--- src/rtl/serial_nibble_adder.sv ---
// Nibble-serial adder: sequences W-bit operands through an
// external 4-bit full adder, one nibble per cycle.
module serial_nibble_adder #(
  parameter  int NIBBLES = 4,
  localparam int W       = 4 * NIBBLES
) (
  input  logic         clk,
  input  logic         rst,
  input  logic         in_valid,
  output logic         in_ready,
  input  logic [W-1:0] op_a,
  input  logic [W-1:0] op_b,
  input  logic         c_in,
  output logic [3:0]   add_a,
  output logic [3:0]   add_b,
  output logic         add_c_in,
  input  logic [3:0]   add_s,
  input  logic         add_c_out,
  output logic         out_valid,
  input  logic         out_ready,
  output logic [W-1:0] sum,
  output logic         c_out
);

  typedef enum logic [1:0] {
    IDLE,
    RUN,
    DONE
  } state_t;

  state_t       state;
  logic [W-1:0] a_r;
  logic [W-1:0] b_r;
  logic         carry;
  logic [2:0]   idx;

  always_ff @(posedge clk) begin
    if (rst) begin
      state <= IDLE;
      a_r   <= '0;
      b_r   <= '0;
      carry <= 1'b0;
      idx   <= 3'd0;
      sum   <= '0;
    end else begin
      unique case (state)
        IDLE: begin
          if (in_valid) begin
            a_r   <= op_a;
            b_r   <= op_b;
            carry <= c_in;
            idx   <= 3'd0;
            state <= RUN;
          end
        end
        RUN: begin
          for (int n = 0; n < NIBBLES; n++) begin
            if (idx == 3'(n)) sum[4*n +: 4] <= add_s;
          end
          carry <= add_c_out;
          idx   <= idx + 3'd1;
          if (idx == 3'(NIBBLES - 1)) state <= DONE;
        end
        DONE: begin
          if (out_ready) state <= IDLE;
        end
        default: state <= IDLE;
      endcase
    end
  end

  // Adder operands are muxed from registered state only, so
  // bus changes on op_a/op_b mid-run cannot reach the result.
  always_comb begin
    add_a    = 4'd0;
    add_b    = 4'd0;
    add_c_in = 1'b0;
    if (state == RUN) begin
      add_c_in = carry;
      for (int n = 0; n < NIBBLES; n++) begin
        if (idx == 3'(n)) begin
          add_a = a_r[4*n +: 4];
          add_b = b_r[4*n +: 4];
        end
      end
    end
  end

  assign in_ready  = (state == IDLE);
  assign out_valid = (state == DONE);
  assign c_out     = carry;

endmodule

--- config.mk ---
export PLATFORM = sky130hd
export DESIGN_NAME = serial_nibble_adder
export DESIGN_NICKNAME = d
export VERILOG_FILES = /design/src/rtl/serial_nibble_adder.sv
export SDC_FILE = /design/constraint.sdc
export NUM_CORES = 1
export LEC_CHECK = 0
export ABC_AREA = 1
export ABC_CLOCK_PERIOD_IN_PS = 1950
export BUFFER_PORTS_ARGS = -buffer_cell sky130_fd_sc_hd__buf_2
export CORE_ASPECT_RATIO = 1.25
export CORE_MARGIN = 1
export CORE_UTILIZATION = 54
export CTS_BUF_LIST = sky130_fd_sc_hd__clkbuf_8
export CTS_CLUSTER_DIAMETER = 30
export DETAILED_ROUTE_END_ITERATION = 10
export PLACE_DENSITY_LB_ADDON = 0.2
export SLEW_MARGIN = 20
export SYNTH_ARGS = -nofsm -noshare
export SYNTH_HDL_FRONTEND = slang
export SYNTH_SLANG_ARGS = --single-unit
--- constraint.sdc ---
create_clock -name clk -period 1.95 [get_ports clk]
set_input_delay 0.195 -clock clk [delete_from_list [all_inputs] [get_ports clk]]
set_output_delay 0.195 -clock clk [all_outputs]
set_load 0.01 [all_outputs]
# [Word level (Yosys, flattened, before mapping)]
# Index checks and enable logic that the tools add are counted.
[op_classes] reduce_logical=10 n_addsub=1 eq_ne=8 mux=19
[op_table] cell="$mux 4" count=10
[op_table] cell="$reduce_and 2->1" count=6
[op_table] cell="$eq 3x2->1 const B" count=2
[op_table] cell="$mux 2" count=3
[op_table] cell="$pmux 2 s3" count=1
[op_table] cell="$pmux 3 s2" count=1
[op_table] cell="$ne 2x2->1 const B" count=2
[op_table] cell="$add 3x1->3 const B" count=1
[op_table] cell="$eq 3x1->1 const B" count=1
[op_table] cell="$logic_not 3->1" count=1
[op_table] cell="$mux 3" count=1
[op_table] cell="$reduce_and 3->1" count=1
[op_table] cell="$eq 2x1->1 const B" count=1
[op_table] cell="$eq 2x2->1 const B" count=1
[op_table] cell="$logic_not 2->1" count=1
[op_table] cell="$mux 1" count=2
[op_table] cell="$ne 2x1->1 const B" count=1
[op_table] cell="$pmux 1 s2" count=1
[op_table] cell="$reduce_bool 2->1" count=1
[word_totals] input_bits=42 reg_bits=54 out_inout_bits=28

# [Longest topological paths before layout]
[logic_depth] word_depth=6 depth_mapped=9

# [Worst setup path before layout]
# OpenSTA, ideal clock, no wires.
[synth_timing] kind="reg2out" from="register idx[0]" to="output port add_a[0]" arrival_ps=1141 n_path_buf=1 t_required_ps=1755 path_stages_with_launch=9 setup_slack_ps=614 cell_sequence="dfxtp_1 > inv_1 > ha_1 > nand2_2 > buf_6 > nor2_1 > nor2_1 > nand2_1 > nand2_1"
[synth_via] elab_chain_len=6
[synth_rtl] element="start: declaration" line="35" rtl="logic [2:0] idx;"
[synth_rtl] element="start signal: assignment" line="61" rtl="idx <= idx + 3'd1;"
[synth_rtl] element="$logic_not 3->1" line="81" rtl="if (idx == 3'(n)) begin"
[synth_rtl] element="$mux 4 (3 in series)" line="81"
[synth_rtl] element="$mux 4 *" line="81"
[synth_rtl] element="$mux 4 *" line="78" rtl="if (state == RUN) begin"
[synth_rtl] element="end: declaration" line="14" rtl="output logic [3:0] add_a,"
# Every way passes the cells marked *; elsewhere a longest branch is shown, timed or not.

# [Final worst setup path]
[layout_timing] from="register idx[2]" to="output port add_a[0]"
# Same word-level chain as after synthesis.

==> run summary <==
status -> finished clean
GRT Total Usage -> 24.4%
clock group share of total power -> 28.1%
worst min path class -> in2reg
Vias -> 2,321
Top FF cell, synth -> dfxtp_1
crit-path cells -> inv_2, ha_1, inv_2, nor2_4, buf_6, nand2_1, nand2_1, buf_2
Placed Area -> 2730 um^2
clk_lat worst skew -> 310 ps
largest net degree at the start of global routing -> 50
synth top area cells -> dfxtp_1 (45%), nor2_1 (19%), o21ai_0 (9.8%)
vias per std cell -> 4.90
worst clock skew -> 11.6 ps
wire per inst -> 11.5 um
FF+latch count, synth -> 54
Setup crit start kind -> flip-flop
final cycle utilization of the critical path -> 96.4%
mapped cell area -> 2390 um^2
EDFF count, synth -> 0
Initial Util -> 57.5%
# IOs -> 70
Hold Path Cell Cnt -> 3
combinational power share -> 16.8%
Sinks on Clock Net -> 54
Design Power -> 2.22 mW
Setup crit start -> idx[2]$_SDFFE_PP0P_
Final Hold Vio Count -> 0
fin crit period -> 1880 ps
Final ANT Viol Nets -> 0
Hold Path End -> a_r[1]$_SDFFE_PP0P_
hpwl dp -> 3820 um
Max Cap Violations -> 0
initial antenna violation count -> 0
ANT cells -> 0
# fillers -> 415
DR DRC count -> 0
Clock Tree Root -> clkbuf_8
post-synthesis sequential area ratio -> 45.2%
Synth-to-Final Area Change -> 21.3%
crit path DAT -> 1680 ps
Reg2Reg Launch Point -> idx[0]$_SDFFE_PP0P_
max-slew violation count -> 0
first-pass GRT wire length -> 8740 um
final setup vio count -> 0
cts hold-fix bufs -> 0
P_sw -> 0.609 mW
Worst path slowest cell -> dfxtp_2
final instance area -> 2900 um^2
max frequency -> 532 MHz
Detailed Route WL -> 5430 um
H-Tree Depth -> 2
R2R depth -> 10
Non-Filler Instances -> 474
nets@finish -> 464
Cells after Synth -> 349
CTS Buf Count -> 5
peak supply drop -> 0.505 mV
clk slew on worst S/H paths -> 90 ps
Synth top area share -> 45.2%
worst-path fanout max -> 10
post-synth top area cell -> dfxtp_1
LEAKAGE -> 1.48 nW
clock buffer depth -> 2
Placeable Area -> 4160 um^2
Net Sw Frac -> 27.4%
drt pass-1 iters -> 4
worst reg2reg endpoint -> sum[3]$_SDFFE_PP0P_
Avg Inst Size Synth -> 6.85 um^2
grt ovf -> 0
CTS tree -> yes
drt initial violations -> 112
Critical Path RT -> 1750 ps
Critical Path Sink Type -> output port
vias in the first global route -> 2,014
die width -> 61.5 um
Die Ht -> 76.4 um
placed cells -> 461
unrepaired setup endpoints after global routing -> true
die area -> 4700 um^2
site row count -> 26
critical path class -> reg2out
RePlAce Congestion -> 0.864
ys async rst share -> 0%
Synthesis Warnings -> 0
Slew @ Worst Pin -> 602 ps
Slew HR -> 59.8%
post-synth cell types -> 22
Syn Nets -> 396
layout cells sized above 1 -> 25.1%
Hold Crit Start -> op_a[1]
sequential share of power -> 55.2%
internal power -> 1.61 mW
Worst path max stage delay -> 370 ps
R2R Setup Slk -> 330 ps
PortBufs -> 69
PD cells -> 765 nW/um^2
## layout by cell type (no fill, tap or decap), drive strengths merged
cell type / netlist / layout
o21ai: 50 / 50
a21oi: 4 / 4
nor2: 125 / 125
nand2: 54 / 55
or2: 1 / 1
buf: 8 / 74
nand3: 16 / 16
inv: 23 / 24
ha: 5 / 5
clkinv: 3 / 4
clkbuf: 6 / 6
dfxtp: 54 / 54
## final cells by class
| type | instances | area, um^2 | share of cell area, % |
|---|---|---|---|
| clock buffers | 6 | 82.6 | 2.84 |
| clock inverters | 2 | 8.76 | 0.302 |
| inverters | 26 | 100 | 3.45 |
| multi-input cells | 256 | 1170 | 40.3 |
| flip-flops and latches | 54 | 1080 | 37.4 |
| well taps | 56 | 70.1 | 2.41 |
| repair buffers | 74 | 387 | 13.3 |
## worst max path at each step
stage | endpoint | slack (ps) | depth (start not counted)
6_report | add_a[0] | 70 | 8
5_1_grt | add_a[3] | -30 | 8
4_1_cts | add_b[0] | 30 | 9
3_5_place_dp | add_a[2] | 310 | 9
3_3_place_gp | add_a[2] | 370 | 9
2_1_floorplan | add_a[0] | 610 | 8
## critical path, delay by kind of cell (launching register included)
family	cells	cell delay, ps
AND/OR/NAND/NOR	3	290
buffers and inverters	4	530
adder cells (fa/ha/maj)	1	190
flip-flops	1	370
## registers in the layout (all words and copies together), names as in the netlist
signal / cells
c_out: 1
idx: 3
b_r: 16
a_r: 16
sum: 16
state: 2
## Yosys cell counts, types with 3 or more instances
| library cell | n |
|---|---|
| a21oi_1 | 4 |
| buf_4 | 5 |
| clkbuf_1 | 3 |
| clkbuf_2 | 3 |
| dfxtp_1 | 54 |
| ha_1 | 5 |
| inv_1 | 18 |
| inv_2 | 5 |
| nand2_1 | 50 |
| nand2_2 | 3 |
| nand3_1 | 16 |
| nor2_1 | 121 |
| o21ai_0 | 47 |
| o21ai_1 | 3 |
## kinds of logic after synthesis
| group | share of synthesized area [%] |
|---|---|
| DFF | 45.2 |
| and+or+nand+nor | 33.2 |
| buffers and inverters | 7.74 |
| adders and majority gates | 2.62 |
| AOI/OAI and AO/OA | 11.3 |
## layer usage
metal	wire length (um)	share of wire (%)	track usage, %	vias to the layer above
met4	57	1.0	6.67	0
met3	213	3.9	4.75	7
met1	2320	43	29.7	1030
met2	2840	52	42.0	60
met5	0	0	0	-
li1	-	-	-	1224
## timing repair
action	CTS	global route
resized for setup	2	13
endpoints found under the hold margin	0	0
pin swaps	0	2
gates cloned	0	1
setup buffers	0	4
setup endpoints to repair	1	8
## power by group through the flow
stage | combinational, mW | clock, mW | sequential, mW
floorplan | 0.238 | 0 | 1.24
CTS | 0.348 | 0.638 | 1.22
global placement | 0.337 | 0 | 1.25
finish | 0.372 | 0.624 | 1.23
global route | 0.432 | 0.688 | 1.23
detailed placement | 0.346 | 0 | 1.25
## metrics by stage
step	setup TNS, ps	setup WS, ps	hold WS, ps	utilization, %
final	0	70.7	129	69.7
after CTS	0	27.1	121	67.9
after global placement	0	367	444	65.6
after floorplan	0	614	264	-
after detailed placement	0	311	450	65.6
after global routing	-85.3	-32.4	130	69.7
No activity file was read; power rests on OpenSTA's default activity.
